[config.mk]
export PLATFORM = sky130hd
export DESIGN_NAME = sw_debounce
export DESIGN_NICKNAME = d
export VERILOG_FILES = /design/src/rtl/sw_debounce_pkg.sv /design/src/rtl/sw_debounce_ch.sv /design/src/rtl/sw_debounce.sv
export SDC_FILE = /design/constraint.sdc
export NUM_CORES = 1
export LEC_CHECK = 0
export ABC_AREA = 1
export ABC_CLOCK_PERIOD_IN_PS = 1500
export CORE_MARGIN = 8
export CORE_UTILIZATION = 52
export CTS_CLUSTER_DIAMETER = 50
export DETAILED_ROUTE_END_ITERATION = 6
export PLACE_DENSITY = 0.73
export SLEW_MARGIN = 20
export SYNTH_ARGS = -nofsm -noshare
export SYNTH_HDL_FRONTEND = slang
export SYNTH_SLANG_ARGS = --single-unit
export TNS_END_PERCENT = 20
[constraint.sdc]
create_clock -name clk -period 1.5 [get_ports clk]
set_input_delay 0.3 -clock clk [delete_from_list [all_inputs] [get_ports clk]]
set_output_delay 0.3 -clock clk [all_outputs]
set_load 0.03 [all_outputs]
[src/rtl/sw_debounce_pkg.sv]
// Shared constants and helpers for the switch debouncer.
//   Default prescaler / stability settings for 125 MHz and 200 MHz core clocks
//   (100 us sample tick, 5 ms acceptance window) and a counter-width helper.
package sw_debounce_pkg;

    localparam int unsigned TICK_DIV_125MHZ   = 12500;
    localparam int unsigned STABLE_CNT_125MHZ = 50;
    localparam int unsigned TICK_DIV_200MHZ   = 20000;
    localparam int unsigned STABLE_CNT_200MHZ = 50;

    // Bits needed to count 0..n-1, never less than one.
    function automatic int unsigned cnt_width(input int unsigned n);
        return (n > 1) ? $clog2(n) : 1;
    endfunction

endpackage

[src/rtl/sw_debounce_ch.sv]
// Single-channel switch debouncer.
//   clk        core clock
//   resetn     synchronous active-low reset
//   tick       shared sample strobe from the prescaler
//   sw_in      raw asynchronous switch pin
//   chg_clr    level-sensitive clear of chg_sticky
//   sw_db      debounced level
//   sw_rise    one-clk pulse when sw_db goes 0->1
//   sw_fall    one-clk pulse when sw_db goes 1->0
//   chg_sticky latched "level changed" flag
module sw_debounce_ch
    import sw_debounce_pkg::*;
#(
    parameter int unsigned STABLE_CNT = STABLE_CNT_125MHZ
) (
    input  logic clk,
    input  logic resetn,
    input  logic tick,
    input  logic sw_in,
    input  logic chg_clr,
    output logic sw_db,
    output logic sw_rise,
    output logic sw_fall,
    output logic chg_sticky
);

    localparam int unsigned   CW      = cnt_width(STABLE_CNT);
    localparam logic [CW-1:0] CNT_MAX = CW'(STABLE_CNT - 1);

    logic          sync1_q, sync2_q;
    logic [CW-1:0] cnt_q, cnt_d;
    logic          db_q, db_d;
    logic          rise_q, rise_d;
    logic          fall_q, fall_d;
    logic          sticky_q, sticky_d;

    always_comb begin
        cnt_d    = cnt_q;
        db_d     = db_q;
        rise_d   = 1'b0;
        fall_d   = 1'b0;
        sticky_d = sticky_q;

        if (tick) begin
            if (sync2_q == db_q) begin
                cnt_d = '0;
            end else if (cnt_q == CNT_MAX) begin
                db_d   = sync2_q;
                cnt_d  = '0;
                rise_d = sync2_q;
                fall_d = ~sync2_q;
            end else begin
                cnt_d = cnt_q + CW'(1);
            end
        end

        // The flag is set on the same edge as sw_db changes, and a clear
        // arriving while the rise/fall pulse is still visible loses to it.
        if (rise_d || fall_d || rise_q || fall_q) begin
            sticky_d = 1'b1;
        end else if (chg_clr) begin
            sticky_d = 1'b0;
        end
    end

    always_ff @(posedge clk) begin
        if (!resetn) begin
            sync1_q  <= 1'b0;
            sync2_q  <= 1'b0;
            cnt_q    <= '0;
            db_q     <= 1'b0;
            rise_q   <= 1'b0;
            fall_q   <= 1'b0;
            sticky_q <= 1'b0;
        end else begin
            sync1_q  <= sw_in;
            sync2_q  <= sync1_q;
            cnt_q    <= cnt_d;
            db_q     <= db_d;
            rise_q   <= rise_d;
            fall_q   <= fall_d;
            sticky_q <= sticky_d;
        end
    end

    assign sw_db      = db_q;
    assign sw_rise    = rise_q;
    assign sw_fall    = fall_q;
    assign chg_sticky = sticky_q;

endmodule

[src/rtl/sw_debounce.sv]
// Debouncer/synchroniser for the board slide switches feeding the GPIO word.
//   clk        core clock
//   resetn     synchronous active-low reset
//   sw_in      raw switch pins [WIDTH]
//   chg_clr    per-channel clear of chg_sticky [WIDTH]
//   sw_db      debounced levels [WIDTH]
//   sw_rise    one-clk rise pulses [WIDTH]
//   sw_fall    one-clk fall pulses [WIDTH]
//   chg_sticky latched change flags [WIDTH]
//   irq        OR of all chg_sticky bits
module sw_debounce
    import sw_debounce_pkg::*;
#(
    parameter int unsigned WIDTH      = 16,
    parameter int unsigned TICK_DIV   = TICK_DIV_125MHZ,
    parameter int unsigned STABLE_CNT = STABLE_CNT_125MHZ
) (
    input  logic             clk,
    input  logic             resetn,
    input  logic [WIDTH-1:0] sw_in,
    input  logic [WIDTH-1:0] chg_clr,
    output logic [WIDTH-1:0] sw_db,
    output logic [WIDTH-1:0] sw_rise,
    output logic [WIDTH-1:0] sw_fall,
    output logic [WIDTH-1:0] chg_sticky,
    output logic             irq
);

    localparam int unsigned   PW      = cnt_width(TICK_DIV);
    localparam logic [PW-1:0] PRE_MAX = PW'(TICK_DIV - 1);

    logic [PW-1:0] pre_q, pre_d;
    logic          tick;

    // With TICK_DIV == 1 the counter sits at 0 == PRE_MAX, so tick is constant 1.
    assign tick  = (pre_q == PRE_MAX);
    assign pre_d = tick ? '0 : pre_q + PW'(1);

    always_ff @(posedge clk) begin
        if (!resetn) begin
            pre_q <= '0;
        end else begin
            pre_q <= pre_d;
        end
    end

    for (genvar i = 0; i < WIDTH; i++) begin : g_ch
        sw_debounce_ch #(
            .STABLE_CNT(STABLE_CNT)
        ) u_ch (
            .clk       (clk),
            .resetn    (resetn),
            .tick      (tick),
            .sw_in     (sw_in[i]),
            .chg_clr   (chg_clr[i]),
            .sw_db     (sw_db[i]),
            .sw_rise   (sw_rise[i]),
            .sw_fall   (sw_fall[i]),
            .chg_sticky(chg_sticky[i])
        );
    end

    assign irq = |chg_sticky;

endmodule

* Word level (Yosys, flattened, before mapping)
Cells that the tools add are included.
Widths: inputs -> output; s select.
** Cells by class
- Equal/unequal tests :: 33
- Add/subtract/negate cells :: 17
- Bitwise logic cells :: 33
- Reductions and logical operators :: 82
- Muxes and demuxes :: 160
** Operators with widths (number)
- $mux 6 :: 32
- $mux 1 :: 128
- $add 6x1->6 const B :: 16
- $eq 6x6->1 const B :: 16
- $logic_or 1x1->1 :: 48
- $reduce_and 3->1 :: 16
- $not 1->1 :: 33
- $reduce_bool 2->1 :: 16
- $eq 1x1->1 :: 16
- $reduce_or 16->1 :: 1
- $add 14x1->14 const B :: 1
- $eq 14x14->1 const B :: 1
- $reduce_or 2->1 :: 1
** Word-level totals
- Bits in registers :: 206
- Output and inout bits :: 65

* Longest topological paths before layout
Gate-level depths: netlist of the first run.
- Depth in word-level cells :: 8
- Gate-level depth with buffers :: 11
- Depth with buffers taken out :: 10

* Cells and area by module
Synthesis of the first run repeated with hierarchy kept, for this count alone.
** Second synthesis, totals
- Cell total of the unflattened synthesis :: 1376
- Area total of the unflattened synthesis :: 10877.9 sq um
** By module, submodules not included
- sw_debounce_ch :: area an instance 629.4 sq um, cells an instance 78, seq. area each 240.2 sq um, times used 16
- sw_debounce :: area an instance 808.3 sq um, cells an instance 128, seq. area each 280.3 sq um, times used 1

* Least setup slack after synthesis of the first run
No wires, ideal clock.
- Path type :: reg2reg
- From :: reg pre_q[0]
- To :: reg g_ch[7].u_ch.db_q
- Setup time :: 0.116 ns
- Data required time :: 1.384 ns
- Slack :: 0.032 ns
- Clock period less this slack :: 1.468 ns
- Arrival time :: 1.351 ns
- Stages on the path, launching flop included :: 12
- Cell sequence :: dfxtp_1 -> ha_1 -> inv_1 -> nor2_1 -> nand3_1 -> inv_1 -> nand2_4 -> buf_12 -> nor2_8 -> nand2_1 -> nand2_1 -> nand2_1
** On the way
- Cells in the longest elaborated chain, start to end :: 2
** RTL lines
- start, declared :: RTL line sw_debounce.sv:32 : logic [PW-1:0] pre_q, pre_d;
- start signal, assigned :: RTL line sw_debounce.sv:43 : pre_q <= pre_d;
- $eq 14x14->1 :: RTL line sw_debounce.sv:36 : assign tick = (pre_q == PRE_MAX);
- $reduce_and 3->1 (no line)
- end signal, assigned :: RTL line sw_debounce_ch.sv:71 : db_q <= 1'b0;
- end signal, assigned :: RTL line sw_debounce_ch.sv:79 : db_q <= db_d;
- end, declared :: RTL line sw_debounce_ch.sv:32 : logic db_q, db_d;
Every way passes these cells.
A chain may end at the register's enable or synchronous reset.

* Worst setup path after layout of the first run
- From :: reg g_ch[1].u_ch.sticky_q
- To :: out irq
** On the way
- Cells in the longest elaborated chain, start to end :: 1
** RTL lines
- start, declared :: RTL line sw_debounce_ch.sv:35 : logic sticky_q, sticky_d;
- start signal, assigned :: RTL line sw_debounce_ch.sv:82 : sticky_q <= sticky_d;
- $reduce_or 16->1 :: RTL line sw_debounce.sv:63 : assign irq = |chg_sticky;
- end, declared :: RTL line sw_debounce.sv:26 : output logic irq
Every way passes these cells.

==> flow_summary.ini, run 1 <==
[critical_path]
worstSetupEndpointType = output port
critPathRequiredTime_ns = 1.20
worst-endpoint-arrival_ns = 1.53
kind_of_critical_path = flip-flop to output port
crit_path_max_fanout = 2
worst_r2r_path_depth = 11
startpoint_type = flip-flop

[detailed_routing]
drtPass1Iterations = 5
antenna_violating_nets_post_route = 0
wl_per_cell_um = 13.01
detailedRoute.firstIterationViolations = 366
routed-via-count = 8838
drc = 0
routed_wirelength_um = 23260
drt-vias-per-instance = 4.943

[run]
maxCapViolCount = 0

[logic_synthesis]
seq_area_frac_synth = 0.4024
syn_inst = 1376
post-synth-top-area-cell = dfxtp_1
edff_count_synth = 0
netlist_top_cells_area = dfxtp_1 40%, nand2_1 13%, inv_1 8.0%
synth.ff_latch_count = 206
synth.cells.most_frequent = 359 x nand2_1, 219 x inv_1, 206 x dfxtp_1, 111 x nand4_1, 79 x nor2_1
yosys.area.top_type_share = 0.4024
synth_area_um2 = 10250
syn_warnings = 0
synthDistinctLibCells = 32
dominantRegCellSynth = dfxtp_1
mappedNetlistNets = 1443
asyncSetResetFlopFracSynth = 0
postSynthAreaPerCell_um2 = 7.447
synthMostInstantiatedCell = nand2_1

[grt]
use_met1 = 0.2197
overflow = 0
pin_count_of_the_biggest_net_entering_global_routing = 82
grt-busiest-layer = met2
grtUsageTotal = 0.1796
grt_util_met3 = 0.03502
groute.layer.met2.usage = 0.3150
initial_antenna_violation_count = 0
grt_pass1_wl_um = 37620
number_of_global_route_vias_before_repair = 8325

[pwr]
vdd.ir_drop.worst_v = 0.0009549
cellPowerDensity_nw_per_um2 = 911.3
fin_total_pwr_uw = 11860
leakage_dissipation_uw = 0.006614

[clock_tree]
cts.reportedPaths.clkPinSlew_ns = 0.06
clock_tree_from_tritoncts = yes
clock_tree.buffer_depth = 3
root_buffer = clkbuf_16
tritoncts_num_sinks = 206
worstSkewPairLatency_ns = 0.51
cts_made_buffers = 25
htree_levels = 1

[finish]
areaGrowthSynthToFinish_pct = 27.00
antenna-diode-count = 0
nFillCells = 1623
final_layout_size_suffix_gt1_frac = 0.2173
stdcell_area_um2 = 13010
nNetsFinal = 1573

[run_status]
run_status = finished, violations left
failed_checks = setup timing

[die]
dieArea_um2 = 24450
ios = 99
floorplan.rows = 51
die_width_um = 156.4
initial_utilization = 0.5283
design.core.area_um2 = 19400
dieHeight_um = 156.4

[place]
placed_area_um2 = 11680
place.gp.congestion = 0.8356
dp_hpwl_um = 15520
buffer_ports.inserted = 98

[sta]
finalHoldViolCount = 0
timing_worst_slew_pin_value_ns = 0.5907
grt_setup_unrepaired = yes
slew_violations = 0
fin_crit_sh = 1.219
postLayoutSetupSlackWorst_ns = -0.3289
slew_headroom = 0.6034
count_of_final_setup_violators = 84
post_route_minimum_period_ns = 1.829
holdWs_ns = 0.2528
worst_clock_skew_ns = 0.01460
clock.fmax_ghz = 0.5468

[worst_hold_path]
timing.hold.worst.class = primary input to flip-flop
hold_depth = 4
[logic make-up after synthesis]
family | after synthesis | share of synthesized area
buffers and inverters | 321 | 0.1446
AOI/OAI and AO/OA | 83 | 0.04249
xor gates and xnor gates | 67 | 0.05727
DFF | 206 | 0.4024
and+or+nand+nor | 666 | 0.3129
adders and majority gates | 33 | 0.04029
[repair_timing]
action | in CTS | in global routing
setup endpoints to repair | 213 | 171
buffers inserted | 0 | 8
hold endpoints to repair | 0 | 0
hold buffers | 0 | 0
gates cloned | 0 | 5
resized for setup | 278 | 127
pin swaps | 5 | 28
[critical path, stage by stage, from the launching register on]
cell     delay [ns]
dfxtp_2        0.32
nor4_2         0.24
buf_4          0.17
nand4_1        0.11
buf_6          0.17
[placed cells by master (no fill, tap or decap), drive strengths merged, types with 29 or more instances in the layout]
master	Yosys	layout
clkdlybuf4s50	0	32
clkbuf	17	39
a21oi	44	44
buf	79	130
dfxtp	206	206
nand3	73	73
xor2	52	52
nand4	111	111
o21ai	31	31
inv	224	225
nor2	100	100
ha	33	33
clkdlybuf4s15	0	29
nand2	360	360
[per-layer routing]
layer,wire length (µm),part of all wire,vias to the layer above
met1,10350,0.44,4054
met4,473,0.020,0
met5,0,0,-
met3,1292,0.056,37
met2,11150,0.48,185
li1,-,-,4562
[power by group]
| group | internal (µW) | leakage (µW) | total (µW) | switching, µW |
|---|---|---|---|---|
| clock | 3560 | 0.000399 | 5860 | 2300 |
| combinational | 196 | 0.00454 | 444 | 248 |
| sequential | 5520 | 0.00167 | 5550 | 30.8 |
| total | 9280 | 0.00661 | 11900 | 2580 |
[sequential cells by signal (all words and copies together), names as in the netlist]
| register | cells |
|---|---|
| pre_q | 14 |
| g_ch.u_ch.sw_db | 16 |
| g_ch.u_ch.cnt_q | 96 |
| g_ch.u_ch.chg_sticky | 16 |
| g_ch.u_ch.sync2_q | 16 |
| g_ch.u_ch.sync1_q | 16 |
| g_ch.u_ch.sw_rise | 16 |
| g_ch.u_ch.sw_fall | 16 |
[final timing paths]
check | from | to | slack (ns)
worst max-delay path | g_ch[1].u_ch.chg_sticky$_SDFFE_PN0P_ | irq | -0.33
worst min-delay path | resetn | g_ch[0].u_ch.cnt_q[4]$_SDFFE_PN0P_ | 0.25
worst max register to register | pre_q[0]$_SDFF_PP0_ | g_ch[8].u_ch.cnt_q[5]$_SDFFE_PN0P_ | -0.16
worst min register to register | g_ch[2].u_ch.sync1_q$_SDFF_PN0_ | g_ch[2].u_ch.sync2_q$_SDFF_PN0_ | 0.41
[layout make-up]
cell class                 count  area (µm²)  area share
timing repair buffer         199        1904      0.1463
clock buffer                  31       678.2     0.05211
inverter                     225       864.6     0.06644
clock inverter                13       135.1     0.01038
multi-input combinational    849        4964      0.3814
sequential                   206        4136      0.3179
tap                          265       331.6     0.02548
[stage by stage]
| step | TNS, ns | setup slack, ns | utilization | cells |
|---|---|---|---|---|
| 3_5_place_dp | -8.309 | -0.2655 | 0.6023 | 1732 |
| 2_1_floorplan | 0 | 0.03240 | - | 1376 |
| 5_1_grt | -14.24 | -0.4282 | 0.6709 | 1788 |
| 4_1_cts | -2.329 | -0.3624 | 0.6439 | 1776 |
| 3_3_place_gp | -2.615 | -0.2615 | 0.6023 | 1732 |
| 6_report | -6.761 | -0.3289 | 0.6709 | 1788 |
Power figures use the tool's default switching activity.
==> inputs of run 2 (changes only) <==
Settings changed: CELL_PAD_IN_SITES_DETAIL_PLACEMENT set to 0, CELL_PAD_IN_SITES_GLOBAL_PLACEMENT set to 1, CORE_UTILIZATION 52 to 38, HOLD_SLACK_MARGIN set to 0.15.
==> run 2 against run 1 <==
Effect of this change: the run still ends with setup timing left; worst hold slack gained 0.043 ns; clock skew decreased by 0.0027 ns; largest power group unchanged; fmax down 2.4%; sequential share of layout area increased by 0.38 points; critical path type unchanged; die area up 33%.
==> flow_summary.ini, run 2 (synthesis results as in run 1) <==
[grt]
pin_count_of_the_biggest_net_entering_global_routing = 67
grt_pass1_wl_um = 38880
grtUsageTotal = 0.1393
groute.layer.met2.usage = 0.2226
number_of_global_route_vias_before_repair = 7926
use_met1 = 0.1904
grt_util_met3 = 0.02500
overflow = 0
initial_antenna_violation_count = 0
grt-busiest-layer = met2

[finish]
antenna-diode-count = 0
layout.cells.most_common_list = 317 x nand2_1, 217 x inv_1, 194 x dfxtp_1, 111 x nand4_1, 76 x nor2_1
nFillCells = 2656
nNetsFinal = 1546
areaGrowthSynthToFinish_pct = 25.73
largest_register_ff_count = 96
final_layout_size_suffix_gt1_frac = 0.1975
final_common_cell = nand2_1
fin_util = 0.4821
largest-register = g_ch.u_ch.cnt_q
final-instance-count-excl-fill = 1840

[pwr]
vdd.ir_drop.worst_v = 0.0006642
cellPowerDensity_nw_per_um2 = 997.6
leakage_dissipation_uw = 0.006614

[critical_path]
r2r-end = g_ch[15].u_ch.sw_db$_SDFFE_PN0P_
worst_r2r_path_depth = 11
critPathRequiredTime_ns = 1.20
crit_path_max_fanout = 3
kind_of_critical_path = flip-flop to output port
startpoint_type = flip-flop
worstSetupEndpointType = output port
setup.reg_to_reg.worst_slack_ns = -0.02
regToRegStartpoint = pre_q[1]$_SDFF_PP0_
worst-endpoint-arrival_ns = 1.57
worst_setup_path_end = irq
worst_setup_path_startpoint = g_ch[2].u_ch.chg_sticky$_SDFFE_PN0P_

[detailed_routing]
routed-via-count = 8463
drc = 0
drt-vias-per-instance = 4.599
drtPass1Iterations = 4
detailedRoute.firstIterationViolations = 372
antenna_violating_nets_post_route = 0
routed_wirelength_um = 24130
wl_per_cell_um = 13.12

[clock_tree]
clock_tree.buffer_depth = 3
htree_levels = 1
clock_tree_from_tritoncts = yes
root_buffer = clkbuf_16
cts.reportedPaths.clkPinSlew_ns = 0.06
tritoncts_num_sinks = 206
worstSkewPairLatency_ns = 0.53
cts_made_buffers = 28

[die]
design.core.area_um2 = 26730
dieHeight_um = 180.2
die_width_um = 180.2
dieArea_um2 = 32480
floorplan.rows = 60
ios = 99
initial_utilization = 0.3834

[sta]
holdWs_ns = 0.2956
count_of_final_setup_violators = 17
clock.fmax_ghz = 0.5339
finalHoldViolCount = 0
grt_setup_unrepaired = yes
timing_worst_slew_pin_value_ns = 0.6059
postLayoutSetupSlackWorst_ns = -0.3732
post_route_minimum_period_ns = 1.873
fin_crit_sh = 1.249
worst_clock_skew_ns = 0.01189
slew_headroom = 0.5931
slew_violations = 0

[place]
dp_hpwl_um = 15910
place.gp.congestion = 0.7989
buffer_ports.inserted = 98
post-place-cells = 1776

[run_status]
failed_checks = setup timing
run_status = finished, violations left

[run]
maxCapViolCount = 0

[worst_hold_path]
timing.hold.worst.class = primary input to flip-flop
## run 2: changes by cell type in the layout (fill, tap and decap cells not counted), moves of 8 or more
| cell | change |
|---|---|
| a21oi_1 | +10 |
| o21ai_2 | -8 |
| a21oi_2 | -10 |
| nand2_1 | -9 |
| buf_4 | -33 |
| buf_2 | +23 |
| clkdlybuf4s15_2 | -25 |
## run 2: worst max-delay path: stages (launching register included)
cell and delay [ns]:
dfxtp_2 0.33, nor4_2 0.25, buf_4 0.18, nand4_1 0.12, buf_6 0.17
## run 2: worst min-delay path by stage
stage          depth (start not counted)                            start                               end  slack, ns
6_report                               3                        sw_in[10]  g_ch[10].u_ch.sync1_q$_SDFF_PN0_       0.30
5_1_grt                                3                        sw_in[11]  g_ch[11].u_ch.sync1_q$_SDFF_PN0_       0.28
4_1_cts                                3                        sw_in[10]  g_ch[10].u_ch.sync1_q$_SDFF_PN0_       0.27
3_5_place_dp                           2  g_ch[2].u_ch.sync1_q$_SDFF_PN0_   g_ch[2].u_ch.sync2_q$_SDFF_PN0_       0.40
3_3_place_gp                           2  g_ch[0].u_ch.sync1_q$_SDFF_PN0_   g_ch[0].u_ch.sync2_q$_SDFF_PN0_       0.39
2_1_floorplan                          2  g_ch[0].u_ch.sync1_q$_SDFF_PN0_   g_ch[0].u_ch.sync2_q$_SDFF_PN0_       0.39
## run 2: final cells by class
class	instances	area [µm²]	area share
multi-input combinational	849	4922	0.3821
sequential	206	4144	0.3216
timing repair buffer	168	1565	0.1215
inverter	225	849.6	0.06594
clock buffer	32	747.0	0.05798
tap	341	426.7	0.03312
clock inverter	18	224.0	0.01738
timing repair inverter	1	5.005	0.0003885
## run 2: metal layers
| layer | routed length (µm) | share of wire | vias up |
|---|---|---|---|
| li1 | - | - | 4528 |
| met1 | 11780 | 0.49 | 3779 |
| met2 | 10900 | 0.45 | 124 |
| met3 | 1001 | 0.041 | 32 |
| met4 | 456 | 0.019 | 0 |
| met5 | 0 | 0 | - |
## run 2: power breakdown
part           internal [µW]  switching (µW)  total, µW  leakage [µW]
logic                    208             257        465       0.00447
clock network           4290            2550       6840      0.000470
registers               5520            31.5       5550       0.00167
total                  10000            2840      12900       0.00661
## run 2: repair_timing
item	CTS	global route
pin swaps	2	27
setup buffers	1	3
hold buffers	1	0
endpoints found under the hold margin	1	0
endpoints found under the setup margin	166	198
gates resized for setup	272	138
cloned	0	9
## run 2: stage by stage
stage / setup slack (ns) / total power (µW) / TNS (ns) / area, µm²
4_1_cts: -0.4272 / 12940 / -0.5456 / 12530
2_1_floorplan: 0.03240 / 5846 / 0 / 10250
5_1_grt: -0.5183 / 13310 / -6.340 / 12880
3_5_place_dp: -0.06196 / 6037 / -1.918 / 11590
3_3_place_gp: -0.008712 / 6037 / -0.03864 / 11590
6_report: -0.3732 / 12850 / -0.5414 / 12880
